$ cat src/rtl/sar_adc_responder_pkg.sv
// sar_adc_responder_pkg: shared state encoding and default sizing for the SAR responder
package sar_adc_responder_pkg;
  typedef enum logic [1:0] {
    IDLE = 2'd0,
    CONV = 2'd1,
    DONE = 2'd2
  } state_e;
  localparam int N_DEF = 8;
  localparam int SETTLE_DEF = 1;
endpackage

$ cat src/rtl/sar_datapath.sv
// sar_datapath: trial-code, result, bit-index and settle registers driven by controller commands
module sar_datapath
  import sar_adc_responder_pkg::*;
#(
  parameter int N = N_DEF,
  parameter int SETTLE = SETTLE_DEF
) (
  input  logic         clk_i,
  input  logic         rst_ni,
  input  logic         start_i,
  input  logic         step_i,
  input  logic         cmp_i,
  output logic [N-1:0] dac_o,
  output logic [N-1:0] x_o,
  output logic         last_o
);
  localparam int IW = (N > 1) ? $clog2(N) : 1;
  localparam int SW = $clog2(SETTLE + 1);
  logic [N-1:0] dac_q, dac_d, x_q, x_d;
  logic [IW-1:0] i_q, i_d;
  logic [SW-1:0] s_q, s_d;
  logic resolve;
  assign resolve = step_i && (s_q == SW'(SETTLE - 1));
  assign last_o  = resolve && (i_q == '0);
  assign dac_o   = dac_q;
  assign x_o     = x_q;
  always_comb begin
    dac_d = dac_q;
    x_d   = x_q;
    i_d   = i_q;
    s_d   = s_q;
    if (start_i) begin
      dac_d        = '0;
      dac_d[N-1]   = 1'b1;
      i_d          = IW'(N - 1);
      s_d          = '0;
    end else if (step_i && !resolve) begin
      s_d = s_q + 1'b1;
    end else if (resolve) begin
      dac_d[i_q] = cmp_i;
      // bit 0 resolved: the completed code is captured as the result in the same edge
      if (i_q != '0) begin
        dac_d[i_q - 1'b1] = 1'b1;
        i_d               = i_q - 1'b1;
        s_d               = '0;
      end else begin
        x_d = dac_d;
      end
    end
  end
  always_ff @(posedge clk_i or negedge rst_ni) begin
    if (!rst_ni) begin
      dac_q <= '0;
      x_q   <= '0;
      i_q   <= '0;
      s_q   <= '0;
    end else begin
      dac_q <= dac_d;
      x_q   <= x_d;
      i_q   <= i_d;
      s_q   <= s_d;
    end
  end
endmodule

$ cat src/rtl/sar_adc_responder.sv
// sar_adc_responder: soc/eoc four-phase responder running an N-bit successive approximation
module sar_adc_responder
  import sar_adc_responder_pkg::*;
#(
  parameter int N = N_DEF,
  parameter int SETTLE = SETTLE_DEF
) (
  input  logic         clock,
  input  logic         reset_,
  input  logic         soc,
  input  logic         cmp,
  output logic         eoc,
  output logic [N-1:0] x,
  output logic [N-1:0] dac
);
  state_e state_q, state_d;
  logic start, step, last;
  always_comb begin
    state_d = state_q;
    start   = 1'b0;
    step    = 1'b0;
    case (state_q)
      IDLE: begin
        start   = soc;
        state_d = soc ? CONV : IDLE;
      end
      CONV: begin
        step    = 1'b1;
        state_d = last ? DONE : CONV;
      end
      DONE:    state_d = soc ? DONE : IDLE;
      default: state_d = IDLE;
    endcase
  end
  always_ff @(posedge clock or negedge reset_) begin
    if (!reset_) state_q <= IDLE;
    else         state_q <= state_d;
  end
  // eoc decodes straight from the state register, so reset raises it without a clock
  assign eoc = (state_q == IDLE);
  sar_datapath #(.N(N), .SETTLE(SETTLE)) u_dp (
    .clk_i  (clock),
    .rst_ni (reset_),
    .start_i(start),
    .step_i (step),
    .cmp_i  (cmp),
    .dac_o  (dac),
    .x_o    (x),
    .last_o (last)
  );
endmodule

$ cat config.mk
export PLATFORM = sky130hd
export DESIGN_NAME = sar_adc_responder
export DESIGN_NICKNAME = d
export VERILOG_FILES = /design/src/rtl/sar_adc_responder_pkg.sv /design/src/rtl/sar_datapath.sv /design/src/rtl/sar_adc_responder.sv
export SDC_FILE = /design/constraint.sdc
export NUM_CORES = 1
export LEC_CHECK = 0
export ABC_AREA = 1
export CAP_MARGIN = 20
export CELL_PAD_IN_SITES_DETAIL_PLACEMENT = 1
export CELL_PAD_IN_SITES_GLOBAL_PLACEMENT = 1
export CORE_MARGIN = 2
export CORE_UTILIZATION = 47
export DETAILED_ROUTE_END_ITERATION = 7
export DONT_BUFFER_PORTS = 1
export GPL_TIMING_DRIVEN = 0
export PLACE_DENSITY_LB_ADDON = 0.1
export SYNTH_ARGS = -nofsm -noshare
export SYNTH_HDL_FRONTEND = slang
export SYNTH_HIERARCHICAL = 1
export SYNTH_SLANG_ARGS = --single-unit
$ cat constraint.sdc
create_clock -name clock -period 4.3 [get_ports clock]
set_input_delay 0.43 -clock clock [delete_from_list [all_inputs] [get_ports clock]]
set_output_delay 0.43 -clock clock [all_outputs]
set_load 0.1 [all_outputs]
==> results.txt, run 1 <==
----------------------------------------------------
[Synthesis]
  Number of warnings printed during yosys synthesis ... 6
  Post-synthesis share of cell area spent on full adders, half adders and majority gates ... 2.00%
  Flip-flop and latch count after synthesis ... 22
  Per-instance average area after synthesis ... 7.20 µm²
  Proportion of synthesized area in mux cells ... 0%
  Main combinational cell family by area after synthesis ... simple AND/OR/NAND/NOR gates
  Distinct cell type count of the synthesized netlist ... 20
  Sequential cell area fraction in the yosys report ... 44.0%
  XOR/XNOR share of the synthesized area ... 0%
  Gate Count Post-Synth ... 174
  Fraction of the mapped netlist area in compound gates ... 6.59%
  Simple logic cell fraction of the synthesized area ... 38.3%
  Cell area after synthesis ... 1250 µm²
  Synthesized net count ... 180

[Layout]
  Number of non-filler instances in the completed layout ... 209
  Area taken by multi-input logic gates ... 587 µm²
  Layout overhead on the synthesized area ... 7.79%
  Most common cell after layout, fill and taps aside ... sky130_fd_sc_hd__nand2_1
  Final layout net count ... 187
  Diode insertion count for antenna repair ... 0
  Register area ... 551 µm²
  # fillers ... 332
  Fraction of final layout cells sized beyond drive strength 1 ... 9.50%
  Most used cells in the layout excluding fill and tap cells ... 66 x sky130_fd_sc_hd__nand2_1, 26 x sky130_fd_sc_hd__nand3_1, 22 x sky130_fd_sc_hd__dfrtp_1, 20 x sky130_fd_sc_hd__inv_1, 9 x sky130_fd_sc_hd__nor2_1

[Run status]
  Result of the run ... finished, final reports clean

[Route]
  Top routing layer used ... met4
  Wire length reported by the detailed router ... 3280 µm
  Antenna Violating Nets Remaining ... 0
  Total vias in the final route ... 1156
  First-pass detailed-route iteration total ... 4
  Routed wl met3 ... 180 µm
  Average wire per standard cell ... 15.7 µm
  Initial DRC count ... 54
  DRC Markers ... 0
  Length of routed wiring on met1 ... 1450 µm
  Number of vias per cell ... 5.53
  Routed length on met2 ... 1590 µm

[STA]
  Minimum clock period after layout ... 2.36 ns
  Worst-case clock skew ... 0.00460 ns
  Maximum clock frequency ... 424 MHz
  Normalized max-slew margin ... 28.1%
  Final Hold Viols ... 0
  RSZ-0062 raised after global routing ... no
  Final setup violation count ... 0
  Final count of pins violating max slew ... 0
  Worst hold-check slack ... 0.255 ns
  Smallest setup slack after layout ... 1.94 ns
  Worst-Margin Slew ... 1.08 ns
  Crit share post-route ... 54.8%
  Setup TNS ... 0 ns

[Global routing]
  First-pass GRT wire length ... 5520 µm
  GRT Util Overall ... 22.5%
  GRT Residual Overflow ... 0
  Number of antenna violations at the first check in global routing ... 0
  Pin count of the biggest net entering global routing ... 23
  Number of global-route vias before repair ... 1236

[Setup path]
  Cells along the critical path ... nor2_2 > nand2_1 > inv_1 > nor2_8 > nand2_4 > buf_6 > nand2_1 > o21ai_1
  Sort of element at the end of the critical path ... flop
  Max incr delay on CP ... 0.85 ns
  Critical path class ... flop to flop
  Crit-path slowest cell ... sky130_fd_sc_hd__nor2_2
  Kind of launch point of the worst setup path ... flop
  Data required time at the worst endpoint ... 4.54 ns
  Biggest fanout along the worst timing path ... 10
  CP startpoint ... state_q[0]$_DFF_PN0_
  Top cell by count, worst path ... sky130_fd_sc_hd__nand2_1
  Arrival time of data at the critical path endpoint ... 2.60 ns
  Crit Reg-Reg Startpoint ... state_q[0]$_DFF_PN0_

[Clock tree]
  Skew-Pair Late Insertion Delay ... 0.31 ns
  TritonCTS Buffers ... 3
  H-tree depth ... 1
  Setup Buffers After CTS ... 0
  TritonCTS clock tree ... built
  Clock transition at the register clock pins on the worst setup and hold paths after CTS ... 0.12 ns
  Clk root buf ... sky130_fd_sc_hd__clkbuf_4
  Maximum count of clock buffers along a single path ... 2
  Number of clock sinks ... 22

[Hold path]
  Launch instance of the worst min-delay path ... soc
  Path class of the lowest-slack min-delay path ... input port to flop

[Floorplanning]
  DIE HEIGHT ... 55.6 µm
  Horizontal extent of the die ... 55.6 µm
  Ports placed on the boundary ... 21
  Core area ... 2500 µm²
  Die area ... 3090 µm²
  Effective utilization at floorplan ... 50.1%
  Std cell rows ... 18

[Placement]
  GP Congestion ... 0.895
  Post-DP HPWL ... 2470 µm
  Buffers on Ports ... 0
  Minimum setup slack after placement ... 1.95 ns
  Number of cells after detailed placement ... 204

[Job]
  Max-cap violations ... 0

----------------------------------------------------
==> critical path: cells and delay by family, from the launching register on <==
family	cells	cell delay (ns)
flip-flops	1	0.44
buffers and inverters	2	0.45
AND/OR/NAND/NOR	5	1.28
AO/OA/AOI/OAI	1	0.11
==> sequential cells by signal, indices dropped and copies added (netlist names) <==
signal and flops:
u_dp/i_q 3, u_dp/x_o 8, state_q 2, u_dp/s_q 1, u_dp/dac_o 8
==> cells by family after synthesis <==
kind of cell             Yosys count
AO/OA/AOI/OAI                     15
adder cells (fa/ha/maj)            2
AND/OR/NAND/NOR                  109
flip-flops                        22
buffers and inverters             26
==> area by class of cell <==
type                       instances  share of cell area, %
clock buffer                       3                   1.67
timing repair buffer               2                   2.78
sequential                        22                   40.8
inverter                          21                   5.84
buffer                             5                   2.69
tap                               30                   2.78
multi-input combinational        126                   43.5
==> cells in the mapped netlist <==
library cell               n  area, µm²
sky130_fd_sc_hd__inv_1    20       75.1
sky130_fd_sc_hd__nor3_1    1       5.00
sky130_fd_sc_hd__inv_2     1       3.75
sky130_fd_sc_hd__nand3_1  26        130
sky130_fd_sc_hd__nor2_2    1       6.26
sky130_fd_sc_hd__buf_4     2       15.0
sky130_fd_sc_hd__ha_1      2       25.0
sky130_fd_sc_hd__buf_6     1       11.3
sky130_fd_sc_hd__o21ai_1   5       25.0
sky130_fd_sc_hd__nand2_1  66        248
sky130_fd_sc_hd__nand2_4   1       11.3
sky130_fd_sc_hd__dfrtp_1  22        551
sky130_fd_sc_hd__buf_2     2       10.0
sky130_fd_sc_hd__nand4_1   2       12.5
sky130_fd_sc_hd__o21ai_0   3       15.0
sky130_fd_sc_hd__o21ai_2   2       17.5
sky130_fd_sc_hd__nor2_8    1       20.0
sky130_fd_sc_hd__nand2_2   2       12.5
sky130_fd_sc_hd__a21oi_1   5       25.0
sky130_fd_sc_hd__nor2_1    9       33.8
==> worst paths after layout <==
path | end | slack [ns] | depth (start not counted)
max in group asynchronous | u_dp/dac_o[4]$_DFFE_PN0P_ | 3.52 | 2
min in group asynchronous | u_dp/x_o[7]$_DFFE_PN0P_ | 0.40 | 1
worst min-delay path | state_q[0]$_DFF_PN0_ | 0.26 | 2
worst max register to register | u_dp/x_o[4]$_DFFE_PN0P_ | 1.94 | 8
worst max-delay path | u_dp/x_o[4]$_DFFE_PN0P_ | 1.94 | 8
worst min register to register | u_dp/s_q$_DFFE_PN0P_ | 0.55 | 2
==> per-stage QoR <==
stage	util [%]	area, µm²
floorplan	-	1250
finish	54.0	1350
CTS	52.9	1320
detailed placement	51.6	1290
global placement	51.6	1290
global route	54.0	1350
==> what timing repair did <==
item,in CTS,in global routing
endpoints found under the hold margin,22,0
resized for setup,0,0
hold buffers,1,0
==> per-layer routing <==
metal	global-route usage [%]	vias to the layer above
met2	39.5	42
met4	7.32	0
met3	3.26	7
met1	28.3	546
met5	0	-
li1	-	561
Power of run 1 is not shown: default switching activity piles up to over one toggle a cycle in this logic, so the estimate is an artifact.
==> run 2: changes to the inputs <==
--- a/config.mk
+++ b/config.mk
@@ -10,7 +10,7 @@
 export CELL_PAD_IN_SITES_DETAIL_PLACEMENT = 1
 export CELL_PAD_IN_SITES_GLOBAL_PLACEMENT = 1
 export CORE_MARGIN = 2
-export CORE_UTILIZATION = 47
+export CORE_UTILIZATION = 40
 export DETAILED_ROUTE_END_ITERATION = 7
 export DONT_BUFFER_PORTS = 1
 export GPL_TIMING_DRIVEN = 0
==> constraint.sdc (replaced) <==
create_clock -name clock -period 2.05 [get_ports clock]
set_input_delay 0.205 -clock clock [delete_from_list [all_inputs] [get_ports clock]]
set_output_delay 0.205 -clock clock [all_outputs]
set_load 0.1 [all_outputs]
==> run 2 against run 1 <==
Net effect:
- cell count is 1.9% higher
- core utilization is 8.5 points lower
- worst hold slack worse by 0.22 ns
- die area is 16% higher
- highest routed layer unchanged
==> results.txt, run 2 (same netlist as run 1, synthesis figures left out) <==
----------------------------------------------------
[Global routing]
  GRT Util Overall ... 20.2%
  Met3 GRT Util ... 2.16%
  Met1 GRT Util ... 27.4%
  Number of global-route vias before repair ... 1173
  Pin count of the biggest net entering global routing ... 23
  GRT Residual Overflow ... 0
  Number of antenna violations at the first check in global routing ... 0
  Global route hottest layer ... met2
  Met2 demand-to-capacity share in global routing ... 33.2%
  First-pass GRT wire length ... 5330 µm

[STA]
  Final Hold Viols ... 0
  Worst-Margin Slew ... 0.924 ns
  RSZ-0062 raised after global routing ... no
  Maximum clock frequency ... 540 MHz
  Minimum clock period after layout ... 1.85 ns
  Final count of pins violating max slew ... 0
  Setup TNS ... 0 ns
  Worst-case clock skew ... 0.00268 ns
  Smallest setup slack after layout ... 0.199 ns
  Final setup violation count ... 0
  Crit share post-route ... 90.3%
  Normalized max-slew margin ... 38.4%

[Hold path]
  Path class of the lowest-slack min-delay path ... input port to flop

[Clock tree]
  TritonCTS clock tree ... built
  TritonCTS Buffers ... 3
  Setup Buffers After CTS ... 0
  Clock transition at the register clock pins on the worst setup and hold paths after CTS ... 0.12 ns
  Skew-Pair Late Insertion Delay ... 0.31 ns
  Number of clock sinks ... 22
  Maximum count of clock buffers along a single path ... 2
  H-tree depth ... 1
  Clk root buf ... sky130_fd_sc_hd__clkbuf_4

[Placement]
  GP Congestion ... 0.922
  Minimum setup slack after placement ... 0.0141 ns
  Post-DP HPWL ... 2400 µm
  Buffers on Ports ... 0

[Route]
  First-pass detailed-route iteration total ... 4
  Number of vias per cell ... 5.16
  Antenna Violating Nets Remaining ... 0
  Initial DRC count ... 16
  Wire length reported by the detailed router ... 3120 µm
  Total vias in the final route ... 1099
  Average wire per standard cell ... 14.7 µm
  DRC Markers ... 0

[Layout]
  Most used cells in the layout excluding fill and tap cells ... 65 x sky130_fd_sc_hd__nand2_1, 26 x sky130_fd_sc_hd__nand3_1, 22 x sky130_fd_sc_hd__dfrtp_1, 19 x sky130_fd_sc_hd__inv_1, 9 x sky130_fd_sc_hd__nor2_1
  Final layout net count ... 187
  Most common cell after layout, fill and taps aside ... sky130_fd_sc_hd__nand2_1
  Layout overhead on the synthesized area ... 8.99%
  Fraction of final layout cells sized beyond drive strength 1 ... 11.1%
  # fillers ... 400
  Diode insertion count for antenna repair ... 0

[Floorplanning]
  Core area ... 3000 µm²
  Effective utilization at floorplan ... 41.7%
  Die area ... 3590 µm²
  Ports placed on the boundary ... 21
  DIE HEIGHT ... 60.0 µm
  Std cell rows ... 20
  Horizontal extent of the die ... 60.0 µm

[Setup path]
  Kind of launch point of the worst setup path ... flop
  Critical path class ... flop to flop
  Biggest fanout along the worst timing path ... 7
  Sort of element at the end of the critical path ... flop
  Arrival time of data at the critical path endpoint ... 2.06 ns
  Data required time at the worst endpoint ... 2.26 ns

[Run status]
  Result of the run ... finished, final reports clean

[Job]
  Max-cap violations ... 0

----------------------------------------------------
-- run 2: worst max-delay path, stage by stage (launching register included) --
cell,delay (ns)
sky130_fd_sc_hd__dfrtp_1,0.46
sky130_fd_sc_hd__nor2_4,0.54
sky130_fd_sc_hd__nand2_2,0.16
sky130_fd_sc_hd__inv_4,0.15
sky130_fd_sc_hd__inv_1,0.05
sky130_fd_sc_hd__nand2_1,0.09
sky130_fd_sc_hd__inv_1,0.14
sky130_fd_sc_hd__nand2_1,0.10
sky130_fd_sc_hd__nand2_1,0.07
-- run 2: layer usage --
metal | routed length, µm | vias to the layer above | share of wire [%]
met5 | 0 | - | 0
met4 | 19 | 0 | 0.61
met3 | 125 | 2 | 4.0
met2 | 1480 | 21 | 48
met1 | 1490 | 518 | 48
li1 | - | 558 | -
-- run 2: repair_timing --
item,CTS,global route
endpoints found under the setup margin,5,15
hold buffers,1,0
resized for setup,0,3
cloned,0,0
pin swaps,1,1
hold endpoints to repair,22,0
-- run 2: cell type report --
cell class	count	area (µm²)	share of cell area, %
multi-input combinational	126	594	43.5
sequential	22	551	40.3
inverter	21	81.3	5.96
tap	33	41.3	3.02
clock buffer	4	36.3	2.66
buffer	5	36.3	2.66
timing repair buffer	2	25.0	1.83
-- run 2: worst paths after layout --
check / start / endpoint / slack [ns] / depth (start not counted)
min in group asynchronous: reset_ / u_dp/x_o[2]$_DFFE_PN0P_ / 0.32 / 1
max reg2reg: state_q[0]$_DFF_PN0_ / u_dp/dac_o[6]$_DFFE_PN0P_ / 0.20 / 8
max: state_q[0]$_DFF_PN0_ / u_dp/dac_o[6]$_DFFE_PN0P_ / 0.20 / 8
max in group asynchronous: reset_ / u_dp/dac_o[6]$_DFFE_PN0P_ / 1.25 / 2
min: soc / state_q[1]$_DFF_PN0_ / 0.04 / 2
min reg2reg: u_dp/s_q$_DFFE_PN0P_ / u_dp/s_q$_DFFE_PN0P_ / 0.56 / 2
-- run 2: per-stage QoR --
stage,hold WS (ns),instances,util (%),instance area (µm²)
2_1_floorplan,-0.0906,174,-,1260
3_3_place_gp,-0.0901,207,43.3,1300
3_5_place_dp,-0.0901,207,43.3,1300
4_1_cts,0.0223,212,44.8,1350
5_1_grt,0.0153,213,45.5,1370
6_report,0.0397,213,45.5,1370
Power of run 2 is left out for the same reason.
==> run 3: changes to the inputs <==
--- a/config.mk
+++ b/config.mk
@@ -9,12 +9,14 @@
 export CAP_MARGIN = 20
 export CELL_PAD_IN_SITES_DETAIL_PLACEMENT = 1
 export CELL_PAD_IN_SITES_GLOBAL_PLACEMENT = 1
+export CORE_ASPECT_RATIO = 0.7
 export CORE_MARGIN = 2
 export CORE_UTILIZATION = 40
 export DETAILED_ROUTE_END_ITERATION = 7
 export DONT_BUFFER_PORTS = 1
 export GPL_TIMING_DRIVEN = 0
 export PLACE_DENSITY_LB_ADDON = 0.1
+export SLEW_MARGIN = 10
 export SYNTH_ARGS = -nofsm -noshare
 export SYNTH_HDL_FRONTEND = slang
 export SYNTH_HIERARCHICAL = 1
==> run 3 against run 2 <==
Net effect:
- clock skew is 0.0027 ns higher
- critical endpoint is now u_dp/dac_o[0]$_DFFE_PN0P_
- fmax shrank 3.3%
- sequential share of layout area decreased by 1.1 points
- final area rose by 2.8%
==> results.txt, run 3 (same netlist as run 1, synthesis figures left out) <==
----------------------------------------------------
[Run status]
  Result of the run ... finished, final reports clean

[Clock tree]
  TritonCTS clock tree ... built
  Clock transition at the register clock pins on the worst setup and hold paths after CTS ... 0.08 ns
  TritonCTS Buffers ... 3
  H-tree depth ... 1
  Clk root buf ... sky130_fd_sc_hd__clkbuf_8
  Maximum count of clock buffers along a single path ... 2
  Skew-Pair Late Insertion Delay ... 0.27 ns
  Number of clock sinks ... 22

[STA]
  Final count of pins violating max slew ... 0
  Minimum clock period after layout ... 1.91 ns
  RSZ-0062 raised after global routing ... no
  Maximum clock frequency ... 522 MHz
  Worst-Margin Slew ... 0.938 ns
  Final setup violation count ... 0
  Final Hold Viols ... 0
  Crit share post-route ... 93.4%
  Normalized max-slew margin ... 37.5%
  Worst hold-check slack ... 0.0774 ns
  Worst-case clock skew ... 0.00539 ns

[Layout]
  Most used cells in the layout excluding fill and tap cells ... 65 x sky130_fd_sc_hd__nand2_1, 26 x sky130_fd_sc_hd__nand3_1, 22 x sky130_fd_sc_hd__dfrtp_1, 19 x sky130_fd_sc_hd__inv_1, 9 x sky130_fd_sc_hd__nor2_1
  Final layout net count ... 187
  Diode insertion count for antenna repair ... 0
  Area taken by multi-input logic gates ... 594 µm²
  Utilization after layout ... 48.7%
  Layout overhead on the synthesized area ... 12.1%
  # fillers ... 383
  Most common cell after layout, fill and taps aside ... sky130_fd_sc_hd__nand2_1
  Fraction of final layout cells sized beyond drive strength 1 ... 11.1%
  Register area ... 551 µm²

[Setup path]
  Data required time at the worst endpoint ... 2.20 ns
  Crit Reg-Reg Startpoint ... state_q[0]$_DFF_PN0_
  Arrival time of data at the critical path endpoint ... 2.07 ns
  Critical path class ... flop to flop
  Cells on worst reg2reg path ... 8
  Biggest fanout along the worst timing path ... 7
  Kind of launch point of the worst setup path ... flop
  Capture point of the worst reg-to-reg path ... u_dp/dac_o[0]$_DFFE_PN0P_
  CP startpoint ... state_q[0]$_DFF_PN0_
  Sort of element at the end of the critical path ... flop
  Reg2Reg Setup Slack ... 0.14 ns

[Global routing]
  Number of antenna violations at the first check in global routing ... 0
  GRT Util Overall ... 21.4%
  First-pass GRT wire length ... 5840 µm
  GRT Residual Overflow ... 0
  Pin count of the biggest net entering global routing ... 23
  Number of global-route vias before repair ... 1200

[Floorplanning]
  Ports placed on the boundary ... 21
  Std cell rows ... 16
  Horizontal extent of the die ... 70.9 µm
  Effective utilization at floorplan ... 43.4%
  Die area ... 3600 µm²
  Core area ... 2880 µm²
  DIE HEIGHT ... 50.8 µm

[Route]
  DRC Markers ... 0
  Antenna Violating Nets Remaining ... 0
  First-pass detailed-route iteration total ... 4
  Average wire per standard cell ... 15.8 µm
  Wire length reported by the detailed router ... 3410 µm
  Initial DRC count ... 33
  Number of vias per cell ... 5.25
  Total vias in the final route ... 1133

[Hold path]
  Hold-critical path endpoint ... state_q[1]$_DFF_PN0_
  Launch instance of the worst min-delay path ... soc
  Path class of the lowest-slack min-delay path ... input port to flop
  Count of cells along the worst hold path ... 2

[Job]
  Max-cap violations ... 0

[Placement]
  GP Congestion ... 0.913
  Buffers on Ports ... 0
  Post-DP HPWL ... 2540 µm

----------------------------------------------------
==> run 3: changes by cell type in the layout (fill, tap and decap cells not counted) <==
cell	delta
sky130_fd_sc_hd__bufinv_16	+1
sky130_fd_sc_hd__clkbuf_4	-3
sky130_fd_sc_hd__clkbuf_8	+2
==> run 3: per-stage QoR <==
step | TNS, ns | instance area, µm² | instances | setup slack (ns)
4_1_cts | 0 | 1380 | 215 | 0.0402
6_report | 0 | 1400 | 216 | 0.135
5_1_grt | 0 | 1400 | 216 | 0.0336
3_3_place_gp | 0 | 1300 | 210 | 0.110
3_5_place_dp | -0.0310 | 1300 | 210 | -0.0304
2_1_floorplan | 0 | 1260 | 174 | 0.242
==> run 3: worst max-delay path by stage <==
stage	endpoint	slack, ns	cells after the start
finish	u_dp/dac_o[0]$_DFFE_PN0P_	0.14	8
global route	u_dp/dac_o[6]$_DFFE_PN0P_	0.03	8
CTS	u_dp/dac_o[0]$_DFFE_PN0P_	0.04	8
detailed placement	u_dp/dac_o[0]$_DFFE_PN0P_	-0.03	8
global placement	u_dp/dac_o[1]$_DFFE_PN0P_	0.11	8
floorplan	u_dp/x_o[0]$_DFFE_PN0P_	0.24	8
==> run 3: layout make-up <==
type	instances	area share, %
flip-flops and latches	22	39.2
multi-input cells	126	42.3
inverters	21	5.79
clock inverters	1	2.14
plain buffers	5	2.58
well taps	36	3.21
repair buffers	2	1.78
clock buffers	3	2.94
==> run 3: metal layers <==
layer | part of all wire, % | routed length (µm) | global-route usage, %
met3 | 5.4 | 183 | 5.92
met4 | 2.0 | 67 | 5.66
met1 | 45 | 1550 | 29.6
met2 | 47 | 1610 | 33.2
met5 | 0 | 0 | 0
==> run 3: repair_timing <==
item | CTS | global route
endpoints found under the setup margin | 8 | 14
buffers inserted | 0 | 0
endpoints found under the hold margin | 22 | 0
gates resized for setup | 1 | 2
hold buffers | 1 | 0
pin swaps | 1 | 1
==> run 3: critical path, stage by stage (launching register included) <==
cell	delay [ns]
sky130_fd_sc_hd__dfrtp_1	0.44
sky130_fd_sc_hd__nor2_4	0.55
sky130_fd_sc_hd__nand2_2	0.17
sky130_fd_sc_hd__inv_4	0.15
sky130_fd_sc_hd__inv_1	0.06
sky130_fd_sc_hd__nand2_1	0.09
sky130_fd_sc_hd__inv_1	0.16
sky130_fd_sc_hd__nand2_1	0.10
sky130_fd_sc_hd__nand2_1	0.09
Power of run 3 is left out for the same reason.
